==> src/rtl/iobus_initiator.sv <==
// Initiator end of the MicroBlaze MCS IO bus: valid/ready command in, single bus cycle, response out.
// Optional IOBUS_INITIATOR_ALIGN_CHECK_EN rejects misaligned/empty-byte-enable commands without a bus cycle.
module iobus_initiator #(
    parameter int unsigned TIMEOUT_CYCLES = 256,
    parameter logic [31:0] ERR_READ_DATA  = 32'hFFFF_FFFF
) (
    input  logic        io_clk,
    input  logic        io_rst,
    input  logic        cmd_valid,
    output logic        cmd_ready,
    input  logic        cmd_write,
    input  logic [31:0] cmd_addr,
    input  logic [3:0]  cmd_be,
    input  logic [31:0] cmd_wdata,
    output logic        rsp_valid,
    input  logic        rsp_ready,
    output logic [31:0] rsp_rdata,
    output logic        rsp_err,
    output logic        busy,
    output logic        io_addr_strobe,
    output logic        io_read_strobe,
    output logic        io_write_strobe,
    output logic [31:0] io_address,
    output logic [3:0]  io_byte_enable,
    output logic [31:0] io_write_data,
    input  logic [31:0] io_read_data,
    input  logic        io_ready
);

    localparam int CW = (TIMEOUT_CYCLES > 0) ? $clog2(TIMEOUT_CYCLES + 1) : 1;
    localparam logic [CW-1:0] CNT_MAX = '1;
    localparam logic [CW-1:0] CNT_TO  = CW'(TIMEOUT_CYCLES);

    typedef enum logic [1:0] {
        S_IDLE,
        S_STROBE,
        S_WAIT,
        S_RESP
    } state_e;

    state_e        state_q, state_d;
    logic [31:0]   addr_q, addr_d;
    logic [3:0]    be_q, be_d;
    logic [31:0]   wdata_q, wdata_d;
    logic          write_q, write_d;
    logic [CW-1:0] cnt_q, cnt_d;
    logic [31:0]   rdata_q, rdata_d;
    logic          err_q, err_d;
    logic          accept;
    logic          cmd_ok;

    always_ff @(posedge io_clk or negedge io_rst) begin
        if (!io_rst) begin
            state_q <= S_IDLE;
            addr_q  <= '0;
            be_q    <= '0;
            wdata_q <= '0;
            write_q <= 1'b0;
            cnt_q   <= '0;
            rdata_q <= '0;
            err_q   <= 1'b0;
        end else begin
            state_q <= state_d;
            addr_q  <= addr_d;
            be_q    <= be_d;
            wdata_q <= wdata_d;
            write_q <= write_d;
            cnt_q   <= cnt_d;
            rdata_q <= rdata_d;
            err_q   <= err_d;
        end
    end

`ifdef IOBUS_INITIATOR_ALIGN_CHECK_EN
    assign cmd_ok = (cmd_addr[1:0] == 2'b00) && (cmd_be != 4'b0000);
`else
    assign cmd_ok = 1'b1;
`endif

    assign accept = cmd_valid && cmd_ready;

    always_comb begin
        state_d = state_q;
        addr_d  = addr_q;
        be_d    = be_q;
        wdata_d = wdata_q;
        write_d = write_q;
        cnt_d   = cnt_q;
        rdata_d = rdata_q;
        err_d   = err_q;
        unique case (state_q)
            S_IDLE: begin
                if (accept) begin
                    if (cmd_ok) begin
                        addr_d  = cmd_addr;
                        be_d    = cmd_be;
                        wdata_d = cmd_wdata;
                        write_d = cmd_write;
                        cnt_d   = '0;
                        state_d = S_STROBE;
                    end else begin
                        // Rejected command answers without touching the bus
                        err_d   = 1'b1;
                        rdata_d = ERR_READ_DATA;
                        state_d = S_RESP;
                    end
                end
            end
            S_STROBE: begin
                if (io_ready) begin
                    err_d   = 1'b0;
                    rdata_d = write_q ? 32'h0 : io_read_data;
                    state_d = S_RESP;
                end else begin
                    state_d = S_WAIT;
                end
            end
            S_WAIT: begin
                cnt_d = (cnt_q == CNT_MAX) ? cnt_q : cnt_q + 1'b1;
                if (io_ready) begin
                    err_d   = 1'b0;
                    rdata_d = write_q ? 32'h0 : io_read_data;
                    state_d = S_RESP;
                end else if (TIMEOUT_CYCLES != 0 && cnt_d == CNT_TO) begin
                    err_d   = 1'b1;
                    rdata_d = ERR_READ_DATA;
                    state_d = S_RESP;
                end
            end
            S_RESP: begin
                if (rsp_ready) begin
                    state_d = S_IDLE;
                end
            end
            default: state_d = S_IDLE;
        endcase
    end

    assign cmd_ready       = (state_q == S_IDLE) && io_rst;
    assign busy            = (state_q != S_IDLE);
    assign io_addr_strobe  = (state_q == S_STROBE);
    assign io_read_strobe  = io_addr_strobe && !write_q;
    assign io_write_strobe = io_addr_strobe && write_q;
    assign io_address      = addr_q;
    assign io_byte_enable  = be_q;
    assign io_write_data   = wdata_q;
    assign rsp_valid       = (state_q == S_RESP);
    assign rsp_rdata       = rdata_q;
    assign rsp_err         = err_q;

endmodule

==> config.mk <==
export PLATFORM = sky130hd
export DESIGN_NAME = iobus_initiator
export DESIGN_NICKNAME = d
export VERILOG_FILES = /design/src/rtl/iobus_initiator.sv
export SDC_FILE = /design/constraint.sdc
export NUM_CORES = 1
export LEC_CHECK = 0
export CAP_MARGIN = 10
export CORE_ASPECT_RATIO = 1.25
export CORE_MARGIN = 2
export CORE_UTILIZATION = 48
export CTS_BUF_LIST = sky130_fd_sc_hd__clkbuf_8
export DETAILED_ROUTE_END_ITERATION = 16
export GPL_ROUTABILITY_DRIVEN = 0
export PLACE_DENSITY = 0.89
export SLEW_MARGIN = 10
export SYNTH_ARGS = -nofsm -noshare
export SYNTH_HDL_FRONTEND = slang
export SYNTH_SLANG_ARGS = --single-unit
==> constraint.sdc <==
create_clock -name io_clk -period 6.55 [get_ports io_clk]
set_input_delay 1.31 -clock io_clk [delete_from_list [all_inputs] [get_ports io_clk]]
set_output_delay 1.31 -clock io_clk [all_outputs]
set_load 0.05 [all_outputs]
==> flow_metrics.env, run 1 <==
export IMPL_synth_top_cell_area_share_pct=55.9
export IMPL_switchingPower_mw=2.18
export IMPL_powerDensity_nw_per_um2=617
export IMPL_end_kind="primary output"
export IMPL_synth_area_per_cell_um2=13.7
export IMPL_clockPowerShare_pct=15.2
export IMPL_p_seq_share_pct=26.4
export IMPL_maxCapViolCount=0
export IMPL_drc=0
export IMPL_start_util_pct=49.8
export IMPL_clk_latency_ns=0.42
export IMPL_synth_area_leaders="dfrtp_1 56%, mux2_2 16%, a2bb2oi_2 8.9%"
export IMPL_start_kind="primary input"
export IMPL_p_comb_share_pct=58.4
export IMPL_synth_cells=368
export IMPL_drt_pass1_iterations=5
export IMPL_hold_viol=0
export IMPL_cts_root_buf="clkbuf_8"
export IMPL_critical_path_class="in -> out"
export IMPL_layout_drive_gt1_share_pct=23.7
export IMPL_coreArea_um2=10200
export IMPL_crit_slowest_cell="clkdlybuf4s50_1"
export IMPL_die_x_um=95.8
export IMPL_numClockSinks=113
export IMPL_syn_num_nets=480
export IMPL_num_antenna_cells=0
export IMPL_vias=3816
export IMPL_layout_common_cells="211 x clkdlybuf4s50_1, 113 x dfrtp_1, 70 x mux2_2"
export IMPL_cts_buffers_inserted=17
export IMPL_setup_slack_ns=2.75
export IMPL_grt_antenna_before_repair=0
export IMPL_nets=689
export IMPL_dpl_worst_slack_ns=2.74
export IMPL_grt_pass1_vias=4217
export IMPL_ys_seq_area_share_pct=55.9
export IMPL_p_int_mw=2.54
export IMPL_port_buffers=212
export IMPL_p_total_mw=4.73
export IMPL_maxSlewViolCount=0
export IMPL_drt_first_iter_violations=173
export IMPL_max_freq_mhz=263
export IMPL_clockBufferDepth=2
export IMPL_fp_row_count=41
export IMPL_ys_flop_type="dfrtp_1"
export IMPL_cts_reportedPaths_clkPinSlew_ns=0.07
export IMPL_fin_crit_sh_pct=58.0
export IMPL_yosys_area_top_type="dfrtp_1"
export IMPL_instances_no_fill=719
export IMPL_setup_viol=0
export IMPL_ir_drop_v=0.000419
export IMPL_n_fill_cell=647
export IMPL_whs_ns=0.506
export IMPL_cts_hold_buffers_added=0
export IMPL_synth_area_um2=5060
export IMPL_final_common_cell="clkdlybuf4s50_1"
export IMPL_antenna_left=0
export IMPL_p_leak_nw=3.17
export IMPL_worst_pin_slew_ns=1.01
export IMPL_wl_per_cell_um=18.3
export IMPL_period_needed_ns=3.80
export IMPL_grt_use_total_pct=24.2
export IMPL_dp_hpwl_mm=9.40
export IMPL_synth_async_reset_ratio_pct=100
export IMPL_cp_required_ns=5.24
export IMPL_viasPerCell=5.31
export IMPL_cp_arrival_ns=2.49
export IMPL_ys_ff_latch=113
export IMPL_place_inst=687
export IMPL_yosysUniqueCellTypes=42
export IMPL_clock_skew_ns=0.0190
export IMPL_area_delta_synth_final_pct=51.4
export IMPL_htreeDepth=4
export IMPL_tns_ns=0
export IMPL_grt_pass1_wl_mm=21.0
export IMPL_cts_tree="built"
export IMPL_synth_edf_count=0
export IMPL_overflow=0
export IMPL_wirelength_mm=13.1
export IMPL_relSlewSlack_pct=32.4
export IMPL_cts_resized=0
export IMPL_path_cells="buf_4, and2_1, clkdlybuf4s50_1"
export IMPL_outcome="completed"
export IMPL_io_pins=213
export IMPL_die_area_um2=11400
export IMPL_rsz0062_at_grt="false"
export IMPL_grt_max_degree=82
export IMPL_p_sw_share_pct=46.2
export IMPL_die_h_um=119
export IMPL_yosysWarnings=0
export IMPL_slowest_delay_ns=0.84
export IMPL_holdCritPathClass="reg -> reg"
export IMPL_crit_fanout=3
export IMPL_post_cts_buffers=0
[cells in the mapped netlist (4+ instances only)]
| cell | number |
|---|---|
| inv_1 | 4 |
| clkbuf_1 | 13 |
| nand2b_1 | 33 |
| and3_1 | 5 |
| nor2_1 | 7 |
| nand3_1 | 4 |
| o21ai_0 | 6 |
| ha_1 | 6 |
| buf_2 | 4 |
| mux2_2 | 70 |
| a2bb2oi_2 | 30 |
| a31oi_1 | 4 |
| nand2_1 | 11 |
| dfrtp_1 | 113 |
| a21oi_1 | 13 |
| and2_1 | 4 |
[critical path, delay by kind of cell]
family / cells / cell delay [ns]
buffers and inverters: 2 / 0.95
AND/OR/NAND/NOR: 1 / 0.23
[flip-flops by register name, summed over array words and instances (netlist names)]
register        cells
io_address         32
io_write_data      32
rsp_rdata          32
cnt_q               9
io_byte_enable      4
state_q             2
rsp_err             1
write_q             1
[worst paths after layout]
check | depth (start not counted) | from | slack, ns | endpoint
setup reg to reg | 8 | state_q[0] | 3.69 | cnt_q[2]
hold reg to reg | 1 | io_write_data[2] | 0.51 | io_write_data[2]
setup / recovery | 3 | io_rst | 2.75 | cmd_ready
max in group asynchronous | 3 | io_rst | 4.27 | io_write_data[13]
hold / removal | 1 | io_write_data[2] | 0.51 | io_write_data[2]
min in group asynchronous | 2 | io_rst | 1.12 | rsp_rdata[0]
[power groups by stage]
stage	clock network [mW]	registers, mW	logic [mW]
floorplan	0	2.29	0.845
finish	0.720	1.25	2.76
detailed placement	0	1.26	2.76
global placement	0	1.23	2.72
CTS	0.733	1.25	2.78
global route	0.763	1.29	2.87
[cell families (layout without fill, tap and decap cells)]
logic type | Yosys count | after routing | share of synthesized area [%]
flip-flops | 113 | 113 | 55.9
AND/OR/NAND/NOR | 78 | 78 | 8.98
multiplexers | 71 | 71 | 15.8
AO/OA/AOI/OAI | 70 | 70 | 14.4
buffers and inverters | 29 | 251 | 3.29
adder cells (fa/ha/maj) | 6 | 6 | 1.48
XOR/XNOR | 1 | 1 | 0.173
[layout make-up]
| cell class | count | area [um^2] | share of cell area, % |
|---|---|---|---|
| Clock inverter | 12 | 164 | 2.14 |
| Tap cell | 129 | 161 | 2.11 |
| Clock buffer | 20 | 275 | 3.59 |
| Inverter | 4 | 15.0 | 0.196 |
| Multi-Input combinational cell | 226 | 2070 | 27.1 |
| Sequential cell | 113 | 2830 | 36.9 |
| Timing Repair Buffer | 215 | 2140 | 28.0 |
[metrics by stage]
step,util (%),area (um^2)
floorplan,-,5060
global placement,71.1,7220
detailed placement,71.1,7220
CTS,75.4,7660
global route,75.4,7660
finish,75.4,7660
[per-layer routing]
metal	vias to the layer above	routed length, um	GRT usage (%)
met5	-	0	0
met4	0	342	10.3
met3	25	979	7.90
met2	164	7270	41.7
met1	1893	4540	26.8
li1	1734	-	-
No activity file was read; power rests on OpenSTA's default activity.
==> run 2, diff against run 1 <==
--- a/config.mk
+++ b/config.mk
@@ -8,11 +8,11 @@
 export CAP_MARGIN = 10
 export CORE_ASPECT_RATIO = 1.25
 export CORE_MARGIN = 2
-export CORE_UTILIZATION = 48
+export CORE_UTILIZATION = 40
 export CTS_BUF_LIST = sky130_fd_sc_hd__clkbuf_8
 export DETAILED_ROUTE_END_ITERATION = 16
 export GPL_ROUTABILITY_DRIVEN = 0
-export PLACE_DENSITY = 0.89
+export PLACE_DENSITY = 0.79
 export SLEW_MARGIN = 10
 export SYNTH_ARGS = -nofsm -noshare
 export SYNTH_HDL_FRONTEND = slang
==> constraint.sdc (replaced) <==
create_clock -name io_clk -period 3.3 [get_ports io_clk]
set_input_delay 0.66 -clock io_clk [delete_from_list [all_inputs] [get_ports io_clk]]
set_output_delay 0.66 -clock io_clk [all_outputs]
set_load 0.05 [all_outputs]
==> flow_metrics.env, run 2 (synthesized netlist as in run 1, its figures left out) <==
export IMPL_die_x_um=105
export IMPL_clk_latency_ns=0.41
export IMPL_vias=3848
export IMPL_grt_max_degree=69
export IMPL_wirelength_mm=12.6
export IMPL_drc=0
export IMPL_antenna_left=0
export IMPL_layout_drive_gt1_share_pct=24.7
export IMPL_dr_wl_met2_mm=6.46
export IMPL_end_kind="primary output"
export IMPL_holdCritPathClass="in -> async"
export IMPL_start_util_pct=41.2
export IMPL_tns_ns=0
export IMPL_outcome="completed"
export IMPL_area_delta_synth_final_pct=52.3
export IMPL_rrSetupSlack_ns=0.68
export IMPL_io_pins=213
export IMPL_period_needed_ns=2.88
export IMPL_relSlewSlack_pct=50.2
export IMPL_drt_first_iter_violations=121
export IMPL_cp_top_family="buffers and inverters"
export IMPL_maxSlewViolCount=0
export IMPL_wl_met3_mm=1.13
export IMPL_wl_per_cell_um=16.7
export IMPL_path_cells="inv_1, ha_1, nor2b_1, clkdlybuf4s50_1"
export IMPL_worst_pin_slew_ns=0.747
export IMPL_grt_pass1_wl_mm=20.2
export IMPL_r2r_end="rsp_rdata[0]"
export IMPL_rsz0062_at_grt="false"
export IMPL_hold_viol=0
export IMPL_setup_viol=0
export IMPL_htreeDepth=4
export IMPL_clockBufferDepth=2
export IMPL_cp_required_ns=2.64
export IMPL_p_total_mw=9.22
export IMPL_p_leak_nw=3.16
export IMPL_grt_antenna_before_repair=0
export IMPL_die_h_um=130
export IMPL_numClockSinks=113
export IMPL_critical_path_class="reg -> out"
export IMPL_n_fill_cell=980
export IMPL_overflow=0
export IMPL_ir_drop_v=0.000688
export IMPL_layout_common_cells="210 x clkdlybuf4s50_1, 113 x dfrtp_1, 70 x mux2_2"
export IMPL_slowest_delay_ns=0.81
export IMPL_grt_pass1_vias=4119
export IMPL_drt_pass1_iterations=5
export IMPL_grt_use_total_pct=18.7
export IMPL_rr_worst_depth=7
export IMPL_cts_tree="built"
export IMPL_cp_num_buf_inv=2
export IMPL_cts_root_buf="clkbuf_8"
export IMPL_fin_crit_sh_pct=87.4
export IMPL_crit_slowest_cell="clkdlybuf4s50_1"
export IMPL_start_kind="register"
export IMPL_cp_arrival_ns=2.22
export IMPL_maxCapViolCount=0
export IMPL_viasPerCell=5.09
export IMPL_powerDensity_nw_per_um2=1200
export IMPL_wl_met1_mm=4.69
export IMPL_port_buffers=212
export IMPL_highest_layer="met4"
export IMPL_die_area_um2=13600
export IMPL_crit_fanout=6
export IMPL_post_cts_buffers=0
export IMPL_cts_resized=0
export IMPL_cts_hold_buffers_added=0
export IMPL_num_antenna_cells=0
export IMPL_max_freq_mhz=347
export IMPL_cts_buffers_inserted=17
export IMPL_crit_reg2reg_launch="cnt_q[0]"
export IMPL_cts_reportedPaths_clkPinSlew_ns=0.08
export IMPL_final_common_cell="clkdlybuf4s50_1"
export IMPL_dp_hpwl_mm=9.19
export IMPL_nets=691
export IMPL_fp_row_count=45
export IMPL_clock_skew_ns=0.0114
export IMPL_coreArea_um2=12300
==> run 2: cell count changes in the layout (fill, tap and decap cells not counted), sizes merged <==
cell	before	now
clkinv	5	4
buf	4	7
clkbuf	20	18
bufinv	4	2
clkinvlp	1	3
clkdlybuf4s50	211	210
inv	6	9
==> run 2: layout make-up <==
cell class	instances	area, um^2	area share, %
clock inverters	14	154	2.00
multi-input cells	226	2070	26.9
clock buffers	18	248	3.22
flip-flops and latches	113	2830	36.7
well taps	164	205	2.66
repair buffers	217	2180	28.3
inverters	4	15.0	0.195
==> run 2: power by group <==
part           internal (mW)  switching [mW]  total (mW)
registers               2.04           0.393        2.43
logic                   2.16            3.34        5.50
clock network          0.702           0.590        1.29
total                   4.89            4.33        9.22
==> run 2: metal layers <==
layer  up-vias  GRT usage, %
met2       189          32.9
met3        28          7.14
met4         0          7.37
met5         -             0
met1      1890          20.5
li1       1741             -
==> run 2: how the worst max path moves through the flow <==
stage | end | cells past startpoint | slack, ns | start
detailed placement | rsp_rdata[31] | 7 | 0.74 | cnt_q[0]
finish | io_read_strobe | 4 | 0.42 | state_q[1]
global placement | rsp_rdata[0] | 7 | 0.88 | cnt_q[0]
floorplan | io_read_strobe | 3 | 0.83 | state_q[1]
CTS | io_read_strobe | 4 | 0.38 | state_q[1]
global route | io_read_strobe | 4 | 0.29 | state_q[1]
==> run 2: through the flow <==
step / worst slack [ns] / instances / util [%] / cell area (um^2) / hold slack (ns)
2_1_floorplan: 0.831 / 368 / - / 5060 / 0.364
3_3_place_gp: 0.880 / 724 / 59.5 / 7300 / 0.487
3_5_place_dp: 0.744 / 724 / 59.5 / 7300 / 0.492
4_1_cts: 0.383 / 756 / 62.8 / 7700 / 0.398
5_1_grt: 0.287 / 756 / 62.8 / 7700 / 0.428
6_report: 0.415 / 756 / 62.8 / 7700 / 0.402
==> run 3, diff against run 2 <==
--- a/config.mk
+++ b/config.mk
@@ -6,13 +6,14 @@
 export NUM_CORES = 1
 export LEC_CHECK = 0
 export CAP_MARGIN = 10
-export CORE_ASPECT_RATIO = 1.25
+export CORE_ASPECT_RATIO = 1.4
 export CORE_MARGIN = 2
 export CORE_UTILIZATION = 40
 export CTS_BUF_LIST = sky130_fd_sc_hd__clkbuf_8
 export DETAILED_ROUTE_END_ITERATION = 16
 export GPL_ROUTABILITY_DRIVEN = 0
 export PLACE_DENSITY = 0.79
+export RECOVER_POWER = 50
 export SLEW_MARGIN = 10
 export SYNTH_ARGS = -nofsm -noshare
 export SYNTH_HDL_FRONTEND = slang
==> flow_metrics.env, run 3 (synthesized netlist as in run 1, its figures left out) <==
export IMPL_fp_row_count=48
export IMPL_powerDensity_nw_per_um2=1200
export IMPL_clk_latency_ns=0.42
export IMPL_cts_buffers_inserted=17
export IMPL_min_delay_start="io_address[29]"
export IMPL_coreArea_um2=12300
export IMPL_regArea_um2=2830
export IMPL_grt_pass1_wl_mm=21.0
export IMPL_fin_area_um2=7680
export IMPL_clockBufferDepth=2
export IMPL_area_delta_synth_final_pct=51.7
export IMPL_holdCritPathClass="reg -> reg"
export IMPL_overflow=0
export IMPL_wl_per_cell_um=17.9
export IMPL_crit_slowest_cell="clkdlybuf4s50_1"
export IMPL_rrSetupSlack_ns=0.70
export IMPL_period_needed_ns=2.84
export IMPL_htreeDepth=4
export IMPL_maxSlewViolCount=65
export IMPL_ir_drop_v=0.000666
export IMPL_drt_pass1_iterations=4
export IMPL_layout_common_cells="187 x clkdlybuf4s50_1, 113 x dfrtp_1, 70 x mux2_2"
export IMPL_postPlaceCellArea_um2=7270
export IMPL_wirelength_mm=13.3
export IMPL_cts_reportedPaths_clkPinSlew_ns=0.07
export IMPL_vias=3840
export IMPL_antenna_left=0
export IMPL_outcome="finished with violations"
export IMPL_cts_root_buf="clkbuf_8"
export IMPL_p_comb_share_pct=59.1
export IMPL_end_kind="primary output"
export IMPL_clockPowerShare_pct=14.6
export IMPL_violations="capacitance limit, slew limit"
export IMPL_drc=0
export IMPL_cp_required_ns=2.64
export IMPL_cp_top_family="buffers and inverters"
export IMPL_p_sw_share_pct=46.6
export IMPL_crit_fanout=6
export IMPL_layout_drive_gt1_share_pct=24.0
export IMPL_post_cts_buffers=0
export IMPL_crit_reg2reg_launch="cnt_q[1]"
export IMPL_die_h_um=137
export IMPL_setup_viol=0
export IMPL_tns_ns=0
export IMPL_cp_arrival_ns=2.18
export IMPL_die_area_um2=13600
export IMPL_relSlewSlack_pct=-7.59
export IMPL_port_buffers=212
export IMPL_cts_resized=0
export IMPL_nets=691
export IMPL_switchingPower_mw=4.30
export IMPL_grt_max_degree=65
export IMPL_cts_hold_buffers_added=0
export IMPL_hold_viol=0
export IMPL_p_int_mw=4.93
export IMPL_io_pins=213
export IMPL_clock_skew_ns=0.0113
export IMPL_cts_tree="built"
export IMPL_maxCapViolCount=1
export IMPL_crit_path_start="state_q[1]"
export IMPL_cp_num_buf_inv=2
export IMPL_drt_first_iter_violations=111
export IMPL_final_common_cell="clkdlybuf4s50_1"
export IMPL_holdPathStages=1
export IMPL_slowest_delay_ns=0.80
export IMPL_numClockSinks=113
export IMPL_n_fill_cell=987
export IMPL_grt_pass1_vias=4170
export IMPL_critical_path_class="reg -> out"
export IMPL_p_seq_share_pct=26.3
export IMPL_start_util_pct=41.1
export IMPL_grt_use_total_pct=19.9
export IMPL_multiInputGateArea_um2=2070
export IMPL_dp_hpwl_mm=9.69
export IMPL_p_leak_nw=3.18
export IMPL_grt_antenna_before_repair=0
export IMPL_fin_crit_sh_pct=86.0
export IMPL_max_freq_mhz=353
export IMPL_viasPerCell=5.18
export IMPL_start_kind="register"
export IMPL_worst_pin_slew_ns=1.61
export IMPL_die_x_um=99.0
export IMPL_num_antenna_cells=0
export IMPL_rr_worst_depth=7
export IMPL_cp_depth=4
export IMPL_path_cells="inv_1, ha_1, nor2b_1, clkdlybuf4s50_1"
export IMPL_rsz0062_at_grt="false"
run 3: cell count changes in the layout (fill, tap and decap cells not counted), sizes merged:
| cell | change |
|---|---|
| buf | -3 |
| clkinvlp | -1 |
| clkbuf | +5 |
| clkinv | +1 |
| dlygate4sd3 | +23 |
| inv | -4 |
| bufinv | +1 |
| clkdlybuf4s50 | -23 |
run 3: final timing paths:
check	to
min in group asynchronous	io_address[6]
max	io_read_strobe
max in group asynchronous	rsp_rdata[2]
max reg2reg	rsp_rdata[31]
min	io_address[29]
min reg2reg	io_address[29]
run 3: power by group through the flow:
stage	clock network (mW)	registers [mW]	logic [mW]
after floorplan	0	4.55	1.68
after global placement	0	2.41	5.45
after detailed placement	0	2.46	5.53
after CTS	1.39	2.44	5.55
after global routing	1.45	2.51	5.68
final	1.35	2.42	5.46
run 3: per-layer routing:
layer	routed length, um	track usage, %	up-vias
li1	-	-	1736
met1	4600	21.2	1910
met2	7290	34.6	162
met3	907	6.64	32
met4	459	10.4	0
met5	0	0	-
run 3: stage by stage:
| stage | power, mW | setup slack, ns | instances | hold slack, ns | util (%) |
|---|---|---|---|---|---|
| after floorplan | 6.23 | 0.831 | 368 | 0.364 | - |
| after global placement | 7.87 | 0.861 | 710 | 0.488 | 59.0 |
| after detailed placement | 7.99 | 0.757 | 710 | 0.493 | 59.0 |
| after CTS | 9.38 | 0.426 | 741 | 0.470 | 62.4 |
| after global routing | 9.64 | 0.319 | 741 | 0.523 | 62.3 |
| final | 9.23 | 0.464 | 741 | 0.501 | 62.3 |
run 3: cell type report:
type	instances	share of cell area (%)
clock buffer	20	3.59
clock inverter	11	1.79
inverter	4	0.196
multi-input combinational	226	27.0
sequential	113	36.8
tap	150	2.44
timing repair buffer	217	28.1
run 3: worst register-to-register path, delay by kind of cell (launching register included):
family,cells,cell delay (ns)
compound gates,3,0.93
fa+ha+maj,1,0.31
flops,1,0.44
simple gates,3,0.85
